===== config.mk =====
export PLATFORM = sky130hd
export DESIGN_NAME = tri_subdivide_ctrl_flat
export DESIGN_NICKNAME = d
export VERILOG_FILES = /design/src/rtl/tri_subdivide_ctrl_pkg.sv /design/src/rtl/tri_subdivide_ctrl_if.sv /design/src/rtl/tri_subdivide_ctrl_stack.sv /design/src/rtl/tri_subdivide_ctrl.sv /design/src/flat_wrapper.sv
export SDC_FILE = /design/constraint.sdc
export NUM_CORES = 2
export LEC_CHECK = 0
export BUFFER_PORTS_ARGS = -buffer_cell sky130_fd_sc_hd__buf_2
export CELL_PAD_IN_SITES_DETAIL_PLACEMENT = 1
export CELL_PAD_IN_SITES_GLOBAL_PLACEMENT = 1
export CORE_MARGIN = 2
export CORE_UTILIZATION = 35
export CTS_BUF_LIST = sky130_fd_sc_hd__clkbuf_4 sky130_fd_sc_hd__clkbuf_8
export DETAILED_ROUTE_END_ITERATION = 16
export PLACE_DENSITY_LB_ADDON = 0.1
export SYNTH_ARGS = -nofsm -noshare
export SYNTH_HDL_FRONTEND = slang
export SYNTH_SLANG_ARGS = --single-unit

===== constraint.sdc =====
create_clock -name clk -period 11.15 [get_ports clk]
set_input_delay 2.23 -clock clk [delete_from_list [all_inputs] [get_ports clk]]
set_output_delay 2.23 -clock clk [all_outputs]
set_load 0.03 [all_outputs]

===== src/rtl/tri_subdivide_ctrl_pkg.sv =====
// rtl/tri_subdivide_ctrl_pkg.sv - shared triangle types, FSM states and extent helpers
// Contents: COORD_W, Point3D, Triangle3D, state_t, abs_diff, edge_extent, tri_extent, is_degenerate.
package tri_subdivide_ctrl_pkg;

    localparam int COORD_W = 16;

    typedef struct packed {
        logic [COORD_W-1:0] x;
        logic [COORD_W-1:0] y;
        logic [COORD_W-1:0] z;
    } Point3D;

    typedef struct packed {
        Point3D p;
        Point3D q;
        Point3D r;
    } Triangle3D;

    typedef enum logic [2:0] {
        S_IDLE,
        S_TEST,
        S_SPLIT_HI,
        S_SPLIT_LO,
        S_EMIT
    } state_t;

    // Unsigned distance; never goes through signed arithmetic.
    function automatic logic [COORD_W-1:0] abs_diff(input logic [COORD_W-1:0] a,
                                                    input logic [COORD_W-1:0] b);
        return (a > b) ? a - b : b - a;
    endfunction

    // Chebyshev length of one edge in the x/y plane; z does not matter to the rasterizer tiling.
    function automatic logic [COORD_W-1:0] edge_extent(input Point3D a, input Point3D b);
        logic [COORD_W-1:0] dx;
        logic [COORD_W-1:0] dy;
        dx = abs_diff(a.x, b.x);
        dy = abs_diff(a.y, b.y);
        return (dx > dy) ? dx : dy;
    endfunction

    function automatic logic [COORD_W-1:0] tri_extent(input Triangle3D t);
        logic [COORD_W-1:0] e_pq;
        logic [COORD_W-1:0] e_qr;
        logic [COORD_W-1:0] e_rp;
        logic [COORD_W-1:0] m;
        e_pq = edge_extent(t.p, t.q);
        e_qr = edge_extent(t.q, t.r);
        e_rp = edge_extent(t.r, t.p);
        m    = (e_pq > e_qr) ? e_pq : e_qr;
        return (m > e_rp) ? m : e_rp;
    endfunction

    function automatic logic same_xy(input Point3D a, input Point3D b);
        return (a.x == b.x) && (a.y == b.y);
    endfunction

    function automatic logic is_degenerate(input Triangle3D t);
        return same_xy(t.p, t.q) || same_xy(t.q, t.r) || same_xy(t.r, t.p);
    endfunction

endpackage


===== src/rtl/tri_subdivide_ctrl_if.sv =====
// rtl/tri_subdivide_ctrl_if.sv - input/output triangle valid/ready streams
// Signals: in_valid/in_ready/in_tri (upstream), out_valid/out_ready/out_tri (to rasterizer).
// Modports: master (environment side), slave (controller side).
interface tri_subdivide_ctrl_if;
    import tri_subdivide_ctrl_pkg::*;

    logic      in_valid;
    logic      in_ready;
    Triangle3D in_tri;
    logic      out_valid;
    logic      out_ready;
    Triangle3D out_tri;

    modport master (
        output in_valid, in_tri, out_ready,
        input  in_ready, out_valid, out_tri
    );

    modport slave (
        input  in_valid, in_tri, out_ready,
        output in_ready, out_valid, out_tri
    );

endinterface


===== src/rtl/tri_subdivide_ctrl_stack.sv =====
// rtl/tri_subdivide_ctrl_stack.sv - tri_stack: DEPTH x Triangle3D LIFO of pending halves
// Ports: clk, n_rst (async active-low), push/din, pop, top (entry at sp-1), empty, full, sp.
module tri_stack
    import tri_subdivide_ctrl_pkg::*;
#(
    parameter  int DEPTH = 16,
    localparam int SP_W  = $clog2(DEPTH + 1)
) (
    input  logic            clk,
    input  logic            n_rst,
    input  logic            push,
    input  logic            pop,
    input  Triangle3D       din,
    output Triangle3D       top,
    output logic            empty,
    output logic            full,
    output logic [SP_W-1:0] sp
);
    localparam int AW = (DEPTH > 1) ? $clog2(DEPTH) : 1;

    Triangle3D       mem_q [DEPTH];
    logic [SP_W-1:0] sp_q, sp_d;
    logic            do_push, do_pop;
    logic [AW-1:0]   wr_idx, rd_idx;

    // Guards keep the pointer from wrapping even if a caller misbehaves.
    assign do_push = push && !full;
    assign do_pop  = pop && !empty;
    assign wr_idx  = AW'(sp_q);
    assign rd_idx  = AW'(sp_q - SP_W'(1));

    always_comb begin
        sp_d = sp_q;
        if (do_push) begin
            sp_d = sp_q + SP_W'(1);
        end else if (do_pop) begin
            sp_d = sp_q - SP_W'(1);
        end
    end

    always_ff @(posedge clk or negedge n_rst) begin
        if (!n_rst) begin
            sp_q <= '0;
        end else begin
            sp_q <= sp_d;
        end
    end

    // Payload storage needs no reset: only entries below sp are ever read.
    always_ff @(posedge clk) begin
        if (do_push) begin
            mem_q[wr_idx] <= din;
        end
    end

    assign top   = mem_q[rd_idx];
    assign empty = (sp_q == '0);
    assign full  = (sp_q == SP_W'(DEPTH));
    assign sp    = sp_q;

endmodule


===== src/rtl/tri_subdivide_ctrl.sv =====
// rtl/tri_subdivide_ctrl.sv - depth-first recursive subdivision controller around bisect
// Ports: clk, n_rst (async active-low); sif slave stream (in_* accept, out_* emit);
//        bis_tri/bis_select to bisect, bis_out from bisect; busy; overflow (sticky until reset).
// Optional: DEGENERATE_CULL_EN drops pieces with two coincident x/y vertices instead of emitting.
module tri_subdivide_ctrl
    import tri_subdivide_ctrl_pkg::*;
#(
    parameter int STACK_DEPTH = 16,
    parameter int MIN_EDGE    = 4
) (
    input  logic                 clk,
    input  logic                 n_rst,
    tri_subdivide_ctrl_if.slave  sif,
    output Triangle3D            bis_tri,
    output logic                 bis_select,
    input  Triangle3D            bis_out,
    output logic                 busy,
    output logic                 overflow
);
    localparam int                 SP_W       = $clog2(STACK_DEPTH + 1);
    localparam logic [COORD_W-1:0] MIN_EDGE_C = COORD_W'(MIN_EDGE);

    state_t          state_q, state_d;
    Triangle3D       cur_q, cur_d;
    logic            ovf_q, ovf_d;
    logic            stk_push, stk_pop, stk_empty, stk_full;
    Triangle3D       stk_top;
    logic [SP_W-1:0] stk_sp;

    tri_stack #(.DEPTH(STACK_DEPTH)) u_stack (
        .clk   (clk),
        .n_rst (n_rst),
        .push  (stk_push),
        .pop   (stk_pop),
        .din   (bis_out),
        .top   (stk_top),
        .empty (stk_empty),
        .full  (stk_full),
        .sp    (stk_sp)
    );

    always_comb begin
        state_d       = state_q;
        cur_d         = cur_q;
        ovf_d         = ovf_q;
        stk_push      = 1'b0;
        stk_pop       = 1'b0;
        bis_select    = 1'b0;
        sif.in_ready  = 1'b0;
        sif.out_valid = 1'b0;
        sif.out_tri   = cur_q;
        case (state_q)
            S_IDLE: begin
                sif.in_ready = 1'b1;
                if (sif.in_valid) begin
                    cur_d   = sif.in_tri;
                    state_d = S_TEST;
                end
            end
            S_TEST: begin
`ifdef DEGENERATE_CULL_EN
                if (is_degenerate(cur_q)) begin
                    if (stk_empty) begin
                        state_d = S_IDLE;
                    end else begin
                        stk_pop = 1'b1;
                        cur_d   = stk_top;
                    end
                end else
`endif
                if (tri_extent(cur_q) <= MIN_EDGE_C) begin
                    state_d = S_EMIT;
                end else if (stk_sp == SP_W'(STACK_DEPTH)) begin
                    // No room to park the second half: emit this piece unsplit.
                    ovf_d   = 1'b1;
                    state_d = S_EMIT;
                end else begin
                    state_d = S_SPLIT_HI;
                end
            end
            S_SPLIT_HI: begin
                // Second half is parked so the first half is refined first (pre-order).
                bis_select = 1'b1;
                stk_push   = !stk_full;
                state_d    = S_SPLIT_LO;
            end
            S_SPLIT_LO: begin
                cur_d   = bis_out;
                state_d = S_TEST;
            end
            S_EMIT: begin
                sif.out_valid = 1'b1;
                if (sif.out_ready) begin
                    if (stk_empty) begin
                        state_d = S_IDLE;
                    end else begin
                        stk_pop = 1'b1;
                        cur_d   = stk_top;
                        state_d = S_TEST;
                    end
                end
            end
            default: state_d = S_IDLE;
        endcase
    end

    always_ff @(posedge clk or negedge n_rst) begin
        if (!n_rst) begin
            state_q <= S_IDLE;
            cur_q   <= '0;
            ovf_q   <= 1'b0;
        end else begin
            state_q <= state_d;
            cur_q   <= cur_d;
            ovf_q   <= ovf_d;
        end
    end

    assign bis_tri  = cur_q;
    assign busy     = (state_q != S_IDLE);
    assign overflow = ovf_q;

endmodule

===== src/flat_wrapper.sv =====
// flat-port wrapper written by rule: the top's interface ports become plain ports
module tri_subdivide_ctrl_flat import tri_subdivide_ctrl_pkg::*;
#(
    parameter int STACK_DEPTH = 16,
    parameter int MIN_EDGE    = 4
)
  (clk, n_rst, bis_tri, bis_select, bis_out, busy, overflow, sif_in_valid, sif_in_tri, sif_out_ready, sif_in_ready, sif_out_valid, sif_out_tri);
  tri_subdivide_ctrl_if sif_i ();
  input  logic clk;
  input  logic n_rst;
  output Triangle3D bis_tri;
  output logic bis_select;
  input  Triangle3D bis_out;
  output logic busy;
  output logic overflow;
  input wire logic [$bits(sif_i.in_valid)-1:0] sif_in_valid;
  input wire logic [$bits(sif_i.in_tri)-1:0] sif_in_tri;
  input wire logic [$bits(sif_i.out_ready)-1:0] sif_out_ready;
  output wire logic [$bits(sif_i.in_ready)-1:0] sif_in_ready;
  output wire logic [$bits(sif_i.out_valid)-1:0] sif_out_valid;
  output wire logic [$bits(sif_i.out_tri)-1:0] sif_out_tri;
  assign sif_i.in_valid = sif_in_valid;
  assign sif_i.in_tri = sif_in_tri;
  assign sif_i.out_ready = sif_out_ready;
  assign sif_in_ready = sif_i.in_ready;
  assign sif_out_valid = sif_i.out_valid;
  assign sif_out_tri = sif_i.out_tri;
  tri_subdivide_ctrl #(.STACK_DEPTH(STACK_DEPTH), .MIN_EDGE(MIN_EDGE)) u_core (.clk(clk), .n_rst(n_rst), .sif(sif_i), .bis_tri(bis_tri), .bis_select(bis_select), .bis_out(bis_out), .busy(busy), .overflow(overflow));
endmodule

## Yosys cells after proc, flatten, opt, wreduce, memory -nomap -nowiden

Memories as Yosys holds them, arrays and structs flattened.
Cells that the tools add are included.

- $add $sub $neg: 14
- Order comparisons: 12
- Eq/ne operators: 8
- Muxes and demuxes: 32
- Bitwise operators: 1
- Reduce and logical (&&, ||, !) cells: 12

Operators by type and width:

| kind | number |
|---|---|
| two-way mux 144 bit | 3 |
| one-hot mux 144 bit (3 select lines) | 1 |
| subtractor 16 bit | 12 |
| greater-than comparator 16 bit | 11 |
| two-way mux 16 bit | 11 |
| less-or-equal comparator 16 x 3 -> 1 bit (second input constant) | 1 |
| one-hot mux 3 bit (5 select lines) | 1 |
| two-way mux 3 bit | 4 |
| two-way mux 1 bit | 10 |
| two-way mux 5 bit | 2 |
| == test 3 x 2 -> 1 bit (second input constant) | 2 |
| inequality test 2 bit (second input constant) | 3 |
| nonzero test 3 bit | 2 |
| adder 5 x 1 -> 5 bit (second input constant) | 1 |
| == test 5 bit (second input constant) | 1 |
| logical NOT 5 bit | 1 |
| subtractor 5 x 1 -> 5 bit (second input constant) | 1 |
| AND reduction 4 bit | 1 |
| == test 3 x 1 -> 1 bit (second input constant) | 1 |
| == test 3 bit (second input constant) | 1 |
| logical NOT 3 bit | 1 |
| AND reduction 3 bit | 1 |
| logical AND 1 bit | 2 |
| logical NOT 1 bit | 2 |
| 3 further kinds | 3 |

- Register bits: 153
- RAM bits: 2304
- Input port bits: 292
- Output and inout bits: 293
- Logic and storage cells: 92
- Memories: 1

Memory list:

| memory | words | bits a word | read ports | clocked after memory_dff | write ports | RTL line | RTL |
|---|---|---|---|---|---|---|---|
| u_core.u_stack.mem_q | 16 | 144 | 1 | 0 | 1 | tri_subdivide_ctrl_stack.sv:21 | `Triangle3D mem_q [DEPTH];` |

## Longest topological paths before layout

- Word-level depth: 11
- Mapped depth: 51
- Gate-level depth less buffers: 48

## Hierarchy

Synthesis repeated with hierarchy kept, for this count alone.

- Cell total of the unflattened synthesis: 5869
- Area total of the unflattened synthesis: 107070.2 sq um

By module, submodules not included:

| module | times used | cells an instance | area each (sq um) | sequential area each (sq um) |
|---|---|---|---|---|
| tri_stack | 1 | 3345 | 86778.2 | 69311.5 |
| tri_subdivide_ctrl | 1 | 2524 | 20292.0 | 3703.6 |

## Worst setup path before layout

Ideal clock, no wire load.

- Path type: reg2reg
- Start point: reg u_core.u_stack.sp_q[0], in the netlist u_core.u_stack.sp[0]
- End point: mem u_core.u_stack.mem_q[0][0] (netlist bit) (enable)
- Library setup time: 823 ps
- Arrival time: 11520 ps
- Required time: 10327 ps
- Setup slack: -1194 ps
- Stages on the path, launching flop included: 8
- Path buffers: 3
- Period minus slack after synthesis: 12344 ps
- Cells stage by stage: dfrtp_1 -> clkbuf_1 -> clkbuf_1 -> buf_1 -> inv_1 -> ha_1 -> nand3b_1 -> nor3_1

- Longest elaborated chain between the ends: 6

Ends and longest elaborated chain:

| element | RTL line | RTL |
|---|---|---|
| from (decl) | tri_subdivide_ctrl_stack.sv:22 | `logic [SP_W-1:0] sp_q, sp_d;` |
| from (signal assigned) | tri_subdivide_ctrl_stack.sv:45 | `sp_q <= sp_d;` |
| == test 5 bit | tri_subdivide_ctrl_stack.sv:58 | `assign full = (sp_q == SP_W'(DEPTH));` |
| logical NOT 1 bit | tri_subdivide_ctrl_stack.sv:27, tri_subdivide_ctrl.sv:84 |  |
| two-way mux 1 bit | tri_subdivide_ctrl.sv:52 | `case (state_q)` |
| logical AND 1 bit | tri_subdivide_ctrl_stack.sv:27 | `assign do_push = push && !full;` |
| two-way mux 1 bit | tri_subdivide_ctrl_stack.sv:51 | `if (do_push) begin` |
| two-way mux 1 bit (not written as such) | tri_subdivide_ctrl_stack.sv:52 | `mem_q[wr_idx] <= din;` |
| to (decl) | tri_subdivide_ctrl_stack.sv:21 |  |

Parallel ways exist; a longest one is shown, timed or not.

## Worst setup path after layout

- Start point: reg u_core.cur_q (netlist bit u_core.bis_tri[33])
- End point: reg u_core.state_q[1]

- Longest elaborated chain between the ends: 11
- Elaborated cells between the ends (all ways): 19
- Classes of those cells: add/sub (4); order compare (7); mux (8)

Ends and longest elaborated chain:

| element | RTL line | RTL |
|---|---|---|
| from (decl) | tri_subdivide_ctrl.sv:24 | `Triangle3D cur_q, cur_d;` |
| from (signal assigned) | tri_subdivide_ctrl.sv:114 | `cur_q <= cur_d;` |
| subtractor 16 bit / greater-than comparator 16 bit (equally long branches) | tri_subdivide_ctrl_pkg.sv:30 | `return (a > b) ? a - b : b - a;` |
| two-way mux 16 bit | tri_subdivide_ctrl_pkg.sv:30 |  |
| greater-than comparator 16 bit | tri_subdivide_ctrl_pkg.sv:39 | `return (dx > dy) ? dx : dy;` |
| two-way mux 16 bit | tri_subdivide_ctrl_pkg.sv:39 |  |
| greater-than comparator 16 bit | tri_subdivide_ctrl_pkg.sv:50 | `m = (e_pq > e_qr) ? e_pq : e_qr;` |
| two-way mux 16 bit | tri_subdivide_ctrl_pkg.sv:50 |  |
| greater-than comparator 16 bit | tri_subdivide_ctrl_pkg.sv:51 | `return (m > e_rp) ? m : e_rp;` |
| two-way mux 16 bit (*) | tri_subdivide_ctrl_pkg.sv:51 |  |
| less-or-equal comparator 16 x 3 -> 1 bit (*) | tri_subdivide_ctrl.sv:71 | `if (tri_extent(cur_q) <= MIN_EDGE_C) begin` |
| two-way mux 3 bit (*) | tri_subdivide_ctrl.sv:71 |  |
| one-hot mux 3 bit (5 select lines) (*) | tri_subdivide_ctrl.sv:52 |  |
| to (signal assigned) | tri_subdivide_ctrl.sv:113 | `state_q <= state_d;` |
| to (decl) | tri_subdivide_ctrl.sv:23 | `state_t state_q, state_d;` |

Mark *: on every way between the ends. The rest lies on a longest branch, timed or not.
A chain may end at the register's enable or synchronous reset.

==> results.md <==
* Initial DRT Pass Iterations at 5
* Register area share after synthesis at 67.60%
* Core ar. at 306300 µm²
* CP Launch Type: flip-flop
* Status: finished clean
* Fmax at 94.43 MHz
* # setup viols final at 0
* CP max FO at 13
* Post-route minimum period at 10590 ps
* TritonCTS clock tree: built
* Site Rows at 203
* Die height at 559.5 µm
* Global-route wire length before repair at 530800 µm
* Mapped Area at 108000 µm²
* Gr busiest metal: met2
* GR met1 Demand/Resource at 33.74%
* Starting DRC count in detailed routing at 4999
* Syn Nets at 6827
* Clock latency on the worst-skew pair at 1100 ps
* Mapped Cells at 6253
* YS warnings at 0
* Rel. slew slack at 12.36%
* Detailed Route WL at 379900 µm
* Initial Util at 35.26%
* HPWL Detailed at 236400 µm
* Slowest CP cell: dfrtp_2
* Final hold violations at 0
* Synth unique cells at 91
* GRT Util Overall at 23.88%
* Num CTS Buffers at 422
* Num Clock Sinks at 2457
* Synth Area per Inst at 17.27 µm²
* Slew Limit Fails at 0
* Total number of vias at 62800
* Main synth FF type: edfxtp_1
* Asr flop ratio synth at 6.227%
* Pin count of the biggest net entering global routing at 118
* Post-route DRC at 0
* Port buffer count at 584
* WP data required at 12070 ps
* CTS Hold Bufs at 0
* Critical Path End Type: flip-flop
* Die Area at 313000 µm²
* Synthesized flop and latch total at 2457
* Final std cells w/o fill at 11420
* Synth area leaders: edfxtp_1, mux4_2, dfrtp_1
* Share of cells above drive strength 1 at 31.03%
* # nets final at 7524
* Placed cell count at 10620
* DIE WIDTH at 559.5 µm
* Cell with the most instances after synthesis: edfxtp_1
* GP Congestion at 0.9112
* Post-route ant nets at 0
* Period Utilization, post-route at 94.97%
* Synth cell count leaders: edfxtp_1, mux4_2, ha_1
* Vias in the first global route at 67050
* Clk buf depth at 4
* Synth-to-layout area growth at 15.04%
* Hold Slack at 506.9 ps
* CTS root buf: clkbuf_8
* Post-synth EDFFs at 2304
* GR Layer Usage met2 at 38.62%
* Antenna violations before repair at 78
* # IOs at 585
* Clock slew at reported path FFs at 60 ps
* Kind of critical path: reg2reg
* H-tree levels at 5
* Max Cap Viol at 0
* GRT overflow at 0
* Arrival time at the worst endpoint at 11510 ps
* Share of the synthesized area in the top cell type at 64.06%
* Cell taking the most area after synthesis: edfxtp_1
* Worst-Margin Slew at 1309 ps
* Slowest stage delay, CP at 620 ps
* Routed len/inst at 33.27 µm
* M3 GR Usage at 3.878%
* Hold WC Path Type: reg2reg
* FILL cells at 30260
* Vias/cell at 5.500
* Layout Skew at 75.21 ps
[layout by cell type, fill, tap and decap left out, drive strengths merged, types with 93 or more instances in the layout]
cell    count
ha        270
mux2      157
dfrtp     153
nor2      252
edfxtp   2304
clkbuf    607
mux2i     201
a21o       93
mux4      576
a31oi     163
nand2     254
o21ai     142
buf       772
clkinv    134
inv       194
a21oi     198
a22oi     149
o211ai    166
[flip-flops by register name (all words and copies together) (netlist names)]
signal                count
u_core.u_stack.mem_q   2304
u_core.u_stack.sp         5
u_core.state_q            3
u_core.overflow           1
u_core.bis_tri          144
[final cells by class]
cell class	instances	area [µm²]	area share, %
Clock inverter	172	1318	1.060
Tap cell	4100	5130	4.129
Inverter	177	668.1	0.5377
Timing Repair Buffer	772	4619	3.718
Antenna cell	13	32.53	0.02618
Multi-Input combinational cell	3120	32000	25.75
Sequential cell	2457	73040	58.78
Clock buffer	607	7453	5.998
[critical path: cells and delay by family (launching register included)]
kind	cells	cell delay [ps]
AOI/OAI and AO/OA	25	5530
xor gates and xnor gates	1	350
adders and majority gates	4	1320
buffers and inverters	3	380
DFF	1	620
muxes	1	460
and+or+nand+nor	8	1740
[cells by family after synthesis]
family          share of synthesized area [%]
mux                                     15.53
flops                                   67.60
compound gates                          6.767
fa+ha+maj                               3.361
buf+inv                                 2.918
xor+xnor                               0.7379
simple gates                            3.088
[through the flow]
stage | setup TNS (ps) | setup WS [ps] | cell area [µm²] | util, %
3_3_place_gp | -527.5 | -217.2 | 115400 | 37.66
3_5_place_dp | -443.1 | -188.2 | 115400 | 37.66
4_1_cts | 0 | 2.884 | 124100 | 40.52
6_report | 0 | 560.3 | 124300 | 40.56
5_1_grt | -6.059 | -6.059 | 124200 | 40.56
2_1_floorplan | 0 | 1640 | 108000 | -
[final timing paths]
| path | to | slack, ps | from | cells after the start |
|---|---|---|---|---|
| max in group asynchronous | u_core.bis_tri[80] | 7860 | n_rst | 3 |
| worst max-delay path | u_core.state_q[1] | 560 | u_core.bis_tri[33] | 42 |
| worst min register to register | u_core.u_stack.sp[4] | 510 | u_core.u_stack.sp[4] | 1 |
| min in group asynchronous | u_core.bis_tri[58] | 1070 | n_rst | 1 |
| worst min-delay path | u_core.u_stack.sp[4] | 510 | u_core.u_stack.sp[4] | 1 |
| worst max register to register | u_core.state_q[1] | 560 | u_core.bis_tri[33] | 42 |
[timing repair]
item | CTS | global route
buffers inserted | 0 | 4
setup endpoints to repair | 3 | 3
pin swaps | 0 | 0
gates resized for setup | 1 | 19
[per-layer routing]
| layer | share of wire [%] | wire [µm] |
|---|---|---|
| met5 | 0.033 | 126 |
| met3 | 5.6 | 21110 |
| met4 | 2.2 | 8453 |
| met2 | 47 | 179700 |
| met1 | 45 | 170500 |
Power is left out: the tool's default activity adds up to more than one toggle a clock period on the data nets, which glitch-free logic cannot reach.
